**src/rtl/uart_rx_buf_if.sv**
```systemverilog
// Consumer-side bundle of the UART receive buffer: FIFO head, valid, pop strobe
// and the two error pulses.
interface uart_rx_buf_if;
    logic       rd_en;
    logic [7:0] rx_data;
    logic       rx_valid;
    logic       frame_err;
    logic       overrun;

    modport master (
        output rx_data,
        output rx_valid,
        output frame_err,
        output overrun,
        input  rd_en
    );

    modport slave (
        input  rx_data,
        input  rx_valid,
        input  frame_err,
        input  overrun,
        output rd_en
    );
endinterface

```
**src/rtl/uart_rx_buf.sv**
```systemverilog
// 8N1 UART receiver with 16x oversampling and mid-bit sampling, feeding a small
// first-word-fall-through FIFO; framing and overrun errors are 1-cycle pulses.
module uart_rx_buf #(
    parameter int unsigned DIV0       = 1302,
    parameter int unsigned DIV1       = 651,
    parameter int unsigned DIV2       = 326,
    parameter int unsigned DIV3       = 163,
    parameter int unsigned FIFO_DEPTH = 4
) (
    input  logic            clk,
    input  logic            rst,
    input  logic            rxd,
    input  logic [1:0]      br_cfg,
    uart_rx_buf_if.master   rx_if
);

    localparam int unsigned PTR_W = $clog2(FIFO_DEPTH);
    localparam int unsigned CNT_W = PTR_W + 1;

    typedef enum logic [2:0] {
        ST_IDLE  = 3'd0,
        ST_START = 3'd1,
        ST_DATA  = 3'd2,
        ST_STOP  = 3'd3,
        ST_BREAK = 3'd4
    } state_t;

    function automatic logic [15:0] div_sel(input logic [1:0] cfg);
        case (cfg)
            2'b00:   div_sel = 16'(DIV0);
            2'b01:   div_sel = 16'(DIV1);
            2'b10:   div_sel = 16'(DIV2);
            2'b11:   div_sel = 16'(DIV3);
            default: div_sel = 16'(DIV3);
        endcase
    endfunction

    logic [1:0]       sync_q,     sync_d;
    state_t           state_q,    state_d;
    logic [15:0]      div_cnt_q,  div_cnt_d;
    logic [15:0]      div_lim_q,  div_lim_d;
    logic [3:0]       tick_cnt_q, tick_cnt_d;
    logic [2:0]       bit_cnt_q,  bit_cnt_d;
    logic [7:0]       shift_q,    shift_d;
    logic             frame_err_q, frame_err_d;
    logic             overrun_q,  overrun_d;
    logic [7:0]       mem_q [FIFO_DEPTH];
    logic [7:0]       mem_d [FIFO_DEPTH];
    logic [PTR_W-1:0] wr_ptr_q,   wr_ptr_d;
    logic [PTR_W-1:0] rd_ptr_q,   rd_ptr_d;
    logic [CNT_W-1:0] count_q,    count_d;
    logic             rx_valid_q, rx_valid_d;
    logic [7:0]       rx_data_q,  rx_data_d;

    logic rxd_s;
    logic tick_s;
    logic push_req_s;
    logic pop_s;
    logic full_s;
    logic wr_en_s;

    assign rxd_s  = sync_q[1];
    assign tick_s = (div_cnt_q == (div_lim_q - 16'd1));

    // Synchronizer shift and oversampling divider (held cleared while idle)
    always_comb begin
        sync_d = {sync_q[0], rxd};
        if (state_q == ST_IDLE) begin
            div_cnt_d = 16'd0;
        end else if (tick_s) begin
            div_cnt_d = 16'd0;
        end else begin
            div_cnt_d = div_cnt_q + 16'd1;
        end
    end

    // Frame-recovery next state; push_req_s fires in the stop-sample cycle
    always_comb begin
        state_d     = state_q;
        div_lim_d   = div_lim_q;
        tick_cnt_d  = tick_cnt_q;
        bit_cnt_d   = bit_cnt_q;
        shift_d     = shift_q;
        push_req_s  = 1'b0;
        frame_err_d = 1'b0;
        case (state_q)
            ST_IDLE: begin
                tick_cnt_d = 4'd0;
                if (!rxd_s) begin
                    state_d   = ST_START;
                    div_lim_d = div_sel(br_cfg);
                end else begin
                    state_d = ST_IDLE;
                end
            end
            ST_START: begin
                if (tick_s) begin
                    if (tick_cnt_q == 4'd7) begin
                        tick_cnt_d = 4'd0;
                        bit_cnt_d  = 3'd0;
                        if (rxd_s) begin
                            state_d = ST_IDLE;
                        end else begin
                            state_d = ST_DATA;
                        end
                    end else begin
                        tick_cnt_d = tick_cnt_q + 4'd1;
                    end
                end else begin
                    tick_cnt_d = tick_cnt_q;
                end
            end
            ST_DATA: begin
                if (tick_s) begin
                    tick_cnt_d = tick_cnt_q + 4'd1;
                    if (tick_cnt_q == 4'd15) begin
                        shift_d[bit_cnt_q] = rxd_s;
                        if (bit_cnt_q == 3'd7) begin
                            state_d = ST_STOP;
                        end else begin
                            bit_cnt_d = bit_cnt_q + 3'd1;
                        end
                    end else begin
                        shift_d = shift_q;
                    end
                end else begin
                    tick_cnt_d = tick_cnt_q;
                end
            end
            ST_STOP: begin
                if (tick_s) begin
                    tick_cnt_d = tick_cnt_q + 4'd1;
                    if (tick_cnt_q == 4'd15) begin
                        if (rxd_s) begin
                            push_req_s = 1'b1;
                            state_d    = ST_IDLE;
                        end else begin
                            frame_err_d = 1'b1;
                            state_d     = ST_BREAK;
                        end
                    end else begin
                        state_d = ST_STOP;
                    end
                end else begin
                    tick_cnt_d = tick_cnt_q;
                end
            end
            ST_BREAK: begin
                if (rxd_s) begin
                    state_d = ST_IDLE;
                end else begin
                    state_d = ST_BREAK;
                end
            end
            default: begin
                state_d = ST_IDLE;
            end
        endcase
    end

    // FIFO bookkeeping; head byte and valid are precomputed so outputs stay registered
    always_comb begin
        pop_s     = rx_if.rd_en & rx_valid_q;
        full_s    = (count_q == CNT_W'(FIFO_DEPTH));
        wr_en_s   = push_req_s & (~full_s | pop_s);
        overrun_d = push_req_s & full_s & ~pop_s;
        mem_d     = mem_q;
        if (wr_en_s) begin
            mem_d[wr_ptr_q] = shift_q;
            wr_ptr_d        = wr_ptr_q + PTR_W'(1);
        end else begin
            wr_ptr_d = wr_ptr_q;
        end
        if (pop_s) begin
            rd_ptr_d = rd_ptr_q + PTR_W'(1);
        end else begin
            rd_ptr_d = rd_ptr_q;
        end
        case ({wr_en_s, pop_s})
            2'b10:   count_d = count_q + CNT_W'(1);
            2'b01:   count_d = count_q - CNT_W'(1);
            default: count_d = count_q;
        endcase
        rx_valid_d = (count_d != {CNT_W{1'b0}});
        // A push landing on the slot the head is about to occupy bypasses the array
        if (wr_en_s && (wr_ptr_q == rd_ptr_d)) begin
            rx_data_d = shift_q;
        end else if (rx_valid_d) begin
            rx_data_d = mem_q[rd_ptr_d];
        end else begin
            rx_data_d = rx_data_q;
        end
    end

    // State registers with synchronous reset
    always_ff @(posedge clk) begin
        if (rst) begin
            sync_q      <= 2'b11;
            state_q     <= ST_IDLE;
            div_cnt_q   <= 16'd0;
            div_lim_q   <= 16'(DIV0);
            tick_cnt_q  <= 4'd0;
            bit_cnt_q   <= 3'd0;
            shift_q     <= 8'd0;
            frame_err_q <= 1'b0;
            overrun_q   <= 1'b0;
            for (int i = 0; i < int'(FIFO_DEPTH); i++) begin
                mem_q[i] <= 8'd0;
            end
            wr_ptr_q    <= {PTR_W{1'b0}};
            rd_ptr_q    <= {PTR_W{1'b0}};
            count_q     <= {CNT_W{1'b0}};
            rx_valid_q  <= 1'b0;
            rx_data_q   <= 8'd0;
        end else begin
            sync_q      <= sync_d;
            state_q     <= state_d;
            div_cnt_q   <= div_cnt_d;
            div_lim_q   <= div_lim_d;
            tick_cnt_q  <= tick_cnt_d;
            bit_cnt_q   <= bit_cnt_d;
            shift_q     <= shift_d;
            frame_err_q <= frame_err_d;
            overrun_q   <= overrun_d;
            mem_q       <= mem_d;
            wr_ptr_q    <= wr_ptr_d;
            rd_ptr_q    <= rd_ptr_d;
            count_q     <= count_d;
            rx_valid_q  <= rx_valid_d;
            rx_data_q   <= rx_data_d;
        end
    end

    assign rx_if.rx_data   = rx_data_q;
    assign rx_if.rx_valid  = rx_valid_q;
    assign rx_if.frame_err = frame_err_q;
    assign rx_if.overrun   = overrun_q;

endmodule

```
**src/flat_wrapper.sv**
```systemverilog
// flat-port wrapper written by rule: the top's interface ports become plain ports
module uart_rx_buf_flat 
#(
    parameter int unsigned DIV0       = 1302,
    parameter int unsigned DIV1       = 651,
    parameter int unsigned DIV2       = 326,
    parameter int unsigned DIV3       = 163,
    parameter int unsigned FIFO_DEPTH = 4
)
  (clk, rst, rxd, br_cfg, rx_if_rx_data, rx_if_rx_valid, rx_if_frame_err, rx_if_overrun, rx_if_rd_en);
  uart_rx_buf_if rx_if_i ();
  input  logic clk;
  input  logic rst;
  input  logic rxd;
  input  logic [1:0] br_cfg;
  output wire logic [$bits(rx_if_i.rx_data)-1:0] rx_if_rx_data;
  output wire logic [$bits(rx_if_i.rx_valid)-1:0] rx_if_rx_valid;
  output wire logic [$bits(rx_if_i.frame_err)-1:0] rx_if_frame_err;
  output wire logic [$bits(rx_if_i.overrun)-1:0] rx_if_overrun;
  input wire logic [$bits(rx_if_i.rd_en)-1:0] rx_if_rd_en;
  assign rx_if_rx_data = rx_if_i.rx_data;
  assign rx_if_rx_valid = rx_if_i.rx_valid;
  assign rx_if_frame_err = rx_if_i.frame_err;
  assign rx_if_overrun = rx_if_i.overrun;
  assign rx_if_i.rd_en = rx_if_rd_en;
  uart_rx_buf #(.DIV0(DIV0), .DIV1(DIV1), .DIV2(DIV2), .DIV3(DIV3), .FIFO_DEPTH(FIFO_DEPTH)) u_core (.clk(clk), .rst(rst), .rxd(rxd), .br_cfg(br_cfg), .rx_if(rx_if_i));
endmodule
```
**config.mk**
```make
export PLATFORM = sky130hd
export DESIGN_NAME = uart_rx_buf_flat
export DESIGN_NICKNAME = d
export VERILOG_FILES = /design/src/rtl/uart_rx_buf_if.sv /design/src/rtl/uart_rx_buf.sv /design/src/flat_wrapper.sv
export SDC_FILE = /design/constraint.sdc
export NUM_CORES = 1
export LEC_CHECK = 0
export ABC_CLOCK_PERIOD_IN_PS = 5600
export CAP_MARGIN = 20
export CORE_MARGIN = 3
export CORE_UTILIZATION = 55
export DETAILED_ROUTE_END_ITERATION = 10
export PLACE_DENSITY = 0.73
export SYNTH_ARGS = -nofsm -noshare
export SYNTH_HDL_FRONTEND = slang
export SYNTH_SLANG_ARGS = --single-unit
export TNS_END_PERCENT = 50
```
**constraint.sdc**
```tcl
create_clock -name clk -period 5.6 [get_ports clk]
set_clock_uncertainty 0.15 [all_clocks]
set_input_delay 0.56 -clock clk [delete_from_list [all_inputs] [get_ports clk]]
set_output_delay 0.56 -clock clk [all_outputs]
set_load 0.05 [all_outputs]
```
==> run metrics, run 1 <==
status finished clean; Starting Density 58.06%; post-CTS resize count 0; worst setup margin 1.167 ns; area of the mapped netlist 0.004579 mm2; Cell Rows 32; final non-filler cell total 600; kind of critical path reg2reg; final number of setup-violating endpoints 0; WP buf/inv 0; Die X 97.25 um; core area 0.007888 mm2; hold path depth 1; die area 0.009457 mm2; Final Max Slew Viols 0; Final Hold Fails 0; dpl ws 1.142 ns; GRT overflow 0; syn nets 513; Worst Path Required 5.73 ns; Post-synth EDFFs 0; Vias 3912; WP data arrival 4.56 ns; Leakage 0.001625 uW; RSZ-0062 raised after global routing no; peak supply drop 0.1247 mV; Top delay family on crit path compound AO/OA/AOI/OAI gates; Rel. slew slack 28.35%; cell count after synthesis 497; fin crit share 79.17%; first-pass GRT wire length 18.20 mm; Die Ht 97.25 um; total track usage 23.29%; vias in the first global route 3622; post-DR wirelength/cell 18.38 um; clock tree sinks 92; fin nets 509; Largest stage delay, worst path 0.81 ns; maximum clock path buffer count 2; Synth warnings 0; syn avg cell area 9.214 um2; CP Capture Type flop; Final TNS setup 0 ns; Setup Fix Bufs, Post-CTS 0; worst-path fanout max 9; Max Freq 225.6 MHz; initial antenna violation count 0; critical-path cell list or4_4 > a2111oi_4 > nand2_1 > or2_2 > ha_1 > fa_1 > xor2_1 > xnor2_1 > a22oi_1 > mux2i_1 > a221oi_2; crit path time final 4.433 ns; 1st-iter DRT viols 242; Area contributors post-synth dfxtp_1 (40%), nand4_1 (6.6%), o31ai_1 (5.9%), a21oi_1 (5.8%), mux4_2 (3.9%); Via density 6.520; Critical Path Stages 11; Synth Flop Type dfxtp_1; H-tree Lvls 3; max cap viols 0; RePlAce Congestion 0.8581; filler cell count 661; cts hold-fix bufs 0; share of cells above drive strength 1 11.24%; area taken by multi-input logic gates 0.002516 mm2; Synth async-reset ratio 0%; largest net degree at the start of global routing 75; CTS tree built; Synth area leader dfxtp_1; placed insts 584; I/O Buffers 16; remaining antenna violation count 0; CTS clk-pin slew, worst paths 0.09 ns; commonest non-fill, non-tap cells in the layout dfxtp_1 (92), a21oi_1 (53), nand4_1 (48); total power 1364 uW; R2R cell count 11; Antenna diodes 0; Area Growth Syn to Fin 9.536%; PwrDens 272.0 mW/mm2; DRT Pass-1 Iters 5; CTS root buffer clkbuf_8; TritonCTS buffer count 9; I/O pin count 17; most common cell after layout, fill and taps aside dfxtp_1; slew at the pin closest to its max-slew limit 1.075 ns; clk_lat worst skew 0.37 ns; WL final 11.03 mm; type of the most critical hold path reg2reg; Hold Slack 0.2729 ns; drt drc 0; CP max stage cell a22oi_1; Startpoint Class flop; register area share after synthesis 40.22%; hpwl dp 7.324 mm; Yosys reg bits 92; Unique masters post-synth 58; Synth top area share 40.22%; register area 0.001842 mm2
[worst register-to-register path: stages (launching register included)]
cell	delay, ns
dfxtp_1	0.35
or4_4	0.56
a2111oi_4	0.47
nand2_1	0.21
or2_2	0.33
ha_1	0.23
fa_1	0.44
xor2_1	0.21
xnor2_1	0.10
a22oi_1	0.81
mux2i_1	0.21
a221oi_2	0.28
[sequential cells by signal, summed over array words and instances, names as in the netlist]
signal,flops
u_core.mem_q,32
u_core.div_cnt_q,16
u_core.rx_if.rx_data,8
u_core.shift_q,8
u_core.div_lim_q,6
u_core.tick_cnt_q,4
u_core.bit_cnt_q,3
u_core.count_q,3
u_core.state_q,3
u_core.rd_ptr_q,2
u_core.sync_q,2
u_core.wr_ptr_q,2
u_core.rx_if.frame_err,1
u_core.rx_if.overrun,1
u_core.rx_if.rx_valid,1
[kinds of logic (layout without fill, tap and decap cells)]
family,count (synthesis),count (layout),synth area share [%]
simple gates,168,168,20.96
compound gates,128,128,20.06
xor+xnor,24,24,4.590
buf+inv,56,57,4.945
flops,92,92,40.22
fa+ha+maj,10,10,2.896
mux,19,19,6.339
[cell usage after synthesis (2+ instances only)]
master and number:
clkbuf_1 28, xnor2_1 10, a21oi_1 53, dfxtp_1 92, and3_1 7, or2_2 3, ha_1 9, mux4_2 8
a211o_1 2, nor2_1 32, nand3_1 11, o21ai_0 6, or3b_2 2, a31o_2 4, nand2_1 20, nor3b_1 2
mux2i_1 11, xor2_1 14, or3_1 5, nand2b_1 5, nor3_1 7, inv_1 19, nor4b_1 3, a221oi_2 8
and2_1 2, nor4_1 2, o31ai_1 36, buf_2 7, a41oi_1 2, and4_1 3, a31oi_1 2, nor2b_1 4
and3b_1 2, nand3b_1 3, a2111oi_0 3, nand4_1 48
[through the flow]
step | area, um2 | utilization [%]
3_5_place_dp | 4777 | 60.56
4_1_cts | 5016 | 63.59
6_report | 5016 | 63.59
3_3_place_gp | 4750 | 60.22
5_1_grt | 5016 | 63.59
2_1_floorplan | 4579 | -
[layer usage]
metal	wire length, um	track usage [%]	part of all wire (%)
met2	4954	34.66	45
met3	665	4.092	6.0
met5	0	0	0
met4	221	9.052	2.0
met1	5186	33.62	47
[where the power goes]
part           internal (uW)  switching (uW)  total, uW
logic                   49.1            79.6        129
registers                671            29.3        700
clock network            298             238        535
[cell type report]
class                   count  area share, %
clock buffers              10          2.544
multi-input cells         349          50.16
inverters                  19          1.422
well taps                 102          2.544
repair buffers             22          4.390
flip-flops and latches     92          36.72
clock inverters             6          2.220
[worst paths after layout]
kind | startpoint | slack, ns | to
worst max-delay path | u_core.div_cnt_q[11] | 1.17 | u_core.rx_if.rx_data[2]
worst min-delay path | u_core.sync_q[0] | 0.27 | u_core.sync_q[1]
worst max register to register | u_core.div_cnt_q[11] | 1.17 | u_core.rx_if.rx_data[2]
worst min register to register | u_core.sync_q[0] | 0.27 | u_core.sync_q[1]
Note: power is estimated with default switching activity, not from simulation.
==> run 2, diff against run 1 <==
--- a/config.mk
+++ b/config.mk
@@ -5,7 +5,7 @@
 export SDC_FILE = /design/constraint.sdc
 export NUM_CORES = 1
 export LEC_CHECK = 0
-export ABC_CLOCK_PERIOD_IN_PS = 5600
+export ABC_CLOCK_PERIOD_IN_PS = 4200
 export CAP_MARGIN = 20
 export CORE_MARGIN = 3
 export CORE_UTILIZATION = 55
==> constraint.sdc (replaced) <==
create_clock -name clk -period 4.2 [get_ports clk]
set_clock_uncertainty 0.15 [all_clocks]
set_input_delay 0.42 -clock clk [delete_from_list [all_inputs] [get_ports clk]]
set_output_delay 0.42 -clock clk [all_outputs]
set_load 0.05 [all_outputs]
==> run 2 against run 1 <==
Effect of this change: non-clock buffer count rose by 4; first-iteration DRC count rose by 2.1%; combinational power rose by 31%; worst setup slack got worse by 0.67 ns; sequential power rose by 33%; global-route usage rose by 0.24 points; hold slack got worse by 0.0018 ns; highest routed layer unchanged.
==> run metrics, run 2 (synthesis results as in run 1) <==
Largest Register u_core.mem_q (unchanged); CTS clk-pin slew, worst paths 0.09 ns (about the same); share of cells above drive strength 1 11.78% (was 11.24%); most common cell after layout, fill and taps aside dfxtp_1 (unchanged); largest net degree at the start of global routing 75 (unchanged); filler cell count 678 (was 661); RSZ-0062 raised after global routing no (unchanged); Startpoint Class flop (unchanged); remaining antenna violation count 0 (unchanged); commonest non-fill, non-tap cells in the layout dfxtp_1 (92), a21oi_1 (53), nand4_1 (48) (unchanged); Largest stage delay, worst path 0.56 ns (was 0.81 ns); CP max stage cell or4_4 (was a22oi_1); Area Growth Syn to Fin 8.716% (was 9.536%); Die Ht 97.25 um (unchanged); maximum clock path buffer count 2 (unchanged); max FFs per register 32 (unchanged); PwrDens 338.9 mW/mm2 (was 272.0 mW/mm2); CTS root buffer clkbuf_8 (unchanged); Max Freq 269.8 MHz (was 225.6 MHz); CTS tree built (unchanged); Antenna diodes 0 (unchanged); met1 Use GR 33.26% (was 33.62%); DRT Pass-1 Iters 5 (unchanged); Leakage 0.001613 uW (was 0.001625 uW); critical-path cell list or4_4 > a2111oi_4 > nand2_1 > or2_2 > ha_1 > fa_1 > xor2_1 > xnor2_1 > a22oi_1 > buf_4 > mux2i_1 > a221oi_2 (was or4_4 > a2111oi_4 > nand2_1 > or2_2 > ha_1 > fa_1 > xor2_1 > xnor2_1 > a22oi_1 > mux2i_1 > a221oi_2); Die X 97.25 um (unchanged); die area 0.009457 mm2 (unchanged); total track usage 23.53% (was 23.29%); Rel. slew slack 43.81% (was 28.35%); peak supply drop 0.2101 mV (was 0.1247 mV); worst-path fanout max 9 (unchanged); final non-filler cell total 603 (was 600); clk_lat worst skew 0.35 ns (was 0.37 ns); Top delay family on crit path simple AND/OR/NAND/NOR gates (was compound AO/OA/AOI/OAI gates); largest registers u_core.mem_q (32), u_core.div_cnt_q (16) (unchanged); kind of critical path reg2reg (unchanged); TritonCTS buffer count 9 (unchanged); gr busiest metal met2 (unchanged); Final Cell Area 0.004979 mm2 (was 0.005016 mm2); slew at the pin closest to its max-slew limit 0.8351 ns (was 1.075 ns); initial antenna violation count 0 (unchanged); fin nets 513 (was 509); Via density 6.468 (was 6.520); Cell Rows 32 (unchanged); WL final 11.02 mm (was 11.03 mm); first-pass GRT wire length 18.44 mm (was 18.20 mm); Setup Fix Bufs, Post-CTS 0 (unchanged); post-CTS resize count 0 (unchanged); core area 0.007888 mm2 (unchanged); Final TNS setup 0 ns (unchanged); post-DR wirelength/cell 18.28 um (was 18.38 um); I/O pin count 17 (unchanged); clock tree sinks 92 (unchanged); WP buf/inv 1 (was 0); Final Hold Fails 0 (unchanged); status finished clean (unchanged); vias in the first global route 3737 (was 3622); met3 Use GR 5.528% (was 4.092%); H-tree Lvls 3 (unchanged); CP Capture Type flop (unchanged); Final Max Slew Viols 0 (unchanged); RePlAce Congestion 0.8144 (was 0.8581); fin crit share 88.25% (was 79.17%); drt drc 0 (unchanged); final number of setup-violating endpoints 0 (unchanged); Vias 3900 (was 3912); Post-Place Cell Area 0.004787 mm2 (was 0.004777 mm2); Worst Path Required 4.25 ns (was 5.73 ns); type of the most critical hold path reg2reg (unchanged); crit path time final 3.707 ns (was 4.433 ns); cts hold-fix bufs 0 (unchanged); hpwl dp 7.230 mm (was 7.324 mm); met2 usage 36.57% (was 34.66%); max cap viols 0 (unchanged); 1st-iter DRT viols 247 (was 242); GRT overflow 0 (unchanged); WP data arrival 3.76 ns (was 4.56 ns); Starting Density 58.06% (unchanged); I/O Buffers 16 (unchanged); placed insts 588 (was 584)
## run 2: changes by cell type in the layout (fill, tap and decap cells not counted)
cell	delta
clkbuf_8	+1
clkinvlp_4	+1
bufinv_16	-2
buf_4	+5
inv_6	-1
buf_16	-1
## run 2: power by group
part	internal, uW	switching [uW]
Clock	287	301
Combinational	67.2	102
Sequential	894	35.1
Total	1250	438
## run 2: area by class of cell
cell class              instances  area (um2)  area share [%]
clock inverters                 4       50.05           1.005
repair buffers                 26       230.2           4.624
multi-input cells             349        2516           50.54
well taps                     102       127.6           2.563
flip-flops and latches         92        1842           36.99
clock buffers                  11       141.4           2.840
inverters                      19       71.32           1.433
## run 2: metal layers
layer  share of wire [%]  wire (um)  vias up
li1                    -          -     1871
met1                  46       5060     1898
met2                  47       5150      115
met3                 6.3        694       16
met4                 1.1        120        0
met5                   0          0        -
## run 2: path summary, 6_finish.rpt
path / start / to / slack, ns / cells past startpoint
worst min-delay path: u_core.sync_q[0] / u_core.sync_q[1] / 0.27 / 1
worst max-delay path: u_core.div_cnt_q[11] / u_core.rx_if.rx_data[0] / 0.49 / 12
worst max register to register: u_core.div_cnt_q[11] / u_core.rx_if.rx_data[0] / 0.49 / 12
worst min register to register: u_core.sync_q[0] / u_core.sync_q[1] / 0.27 / 1
## run 2: per-stage QoR
| stage | total power, uW | worst slack, ns | util (%) | hold slack [ns] |
|---|---|---|---|---|
| 6_report | 1687 | 0.4934 | 63.12 | 0.2711 |
| 5_1_grt | 1762 | 0.2025 | 63.12 | 0.3016 |
| 4_1_cts | 1703 | 0.4617 | 63.12 | 0.2778 |
| 3_5_place_dp | 1118 | 0.4221 | 60.69 | 0.2527 |
| 3_3_place_gp | 1116 | 0.5752 | 60.69 | 0.2508 |
| 2_1_floorplan | 1079 | 0.3919 | - | 0.2395 |
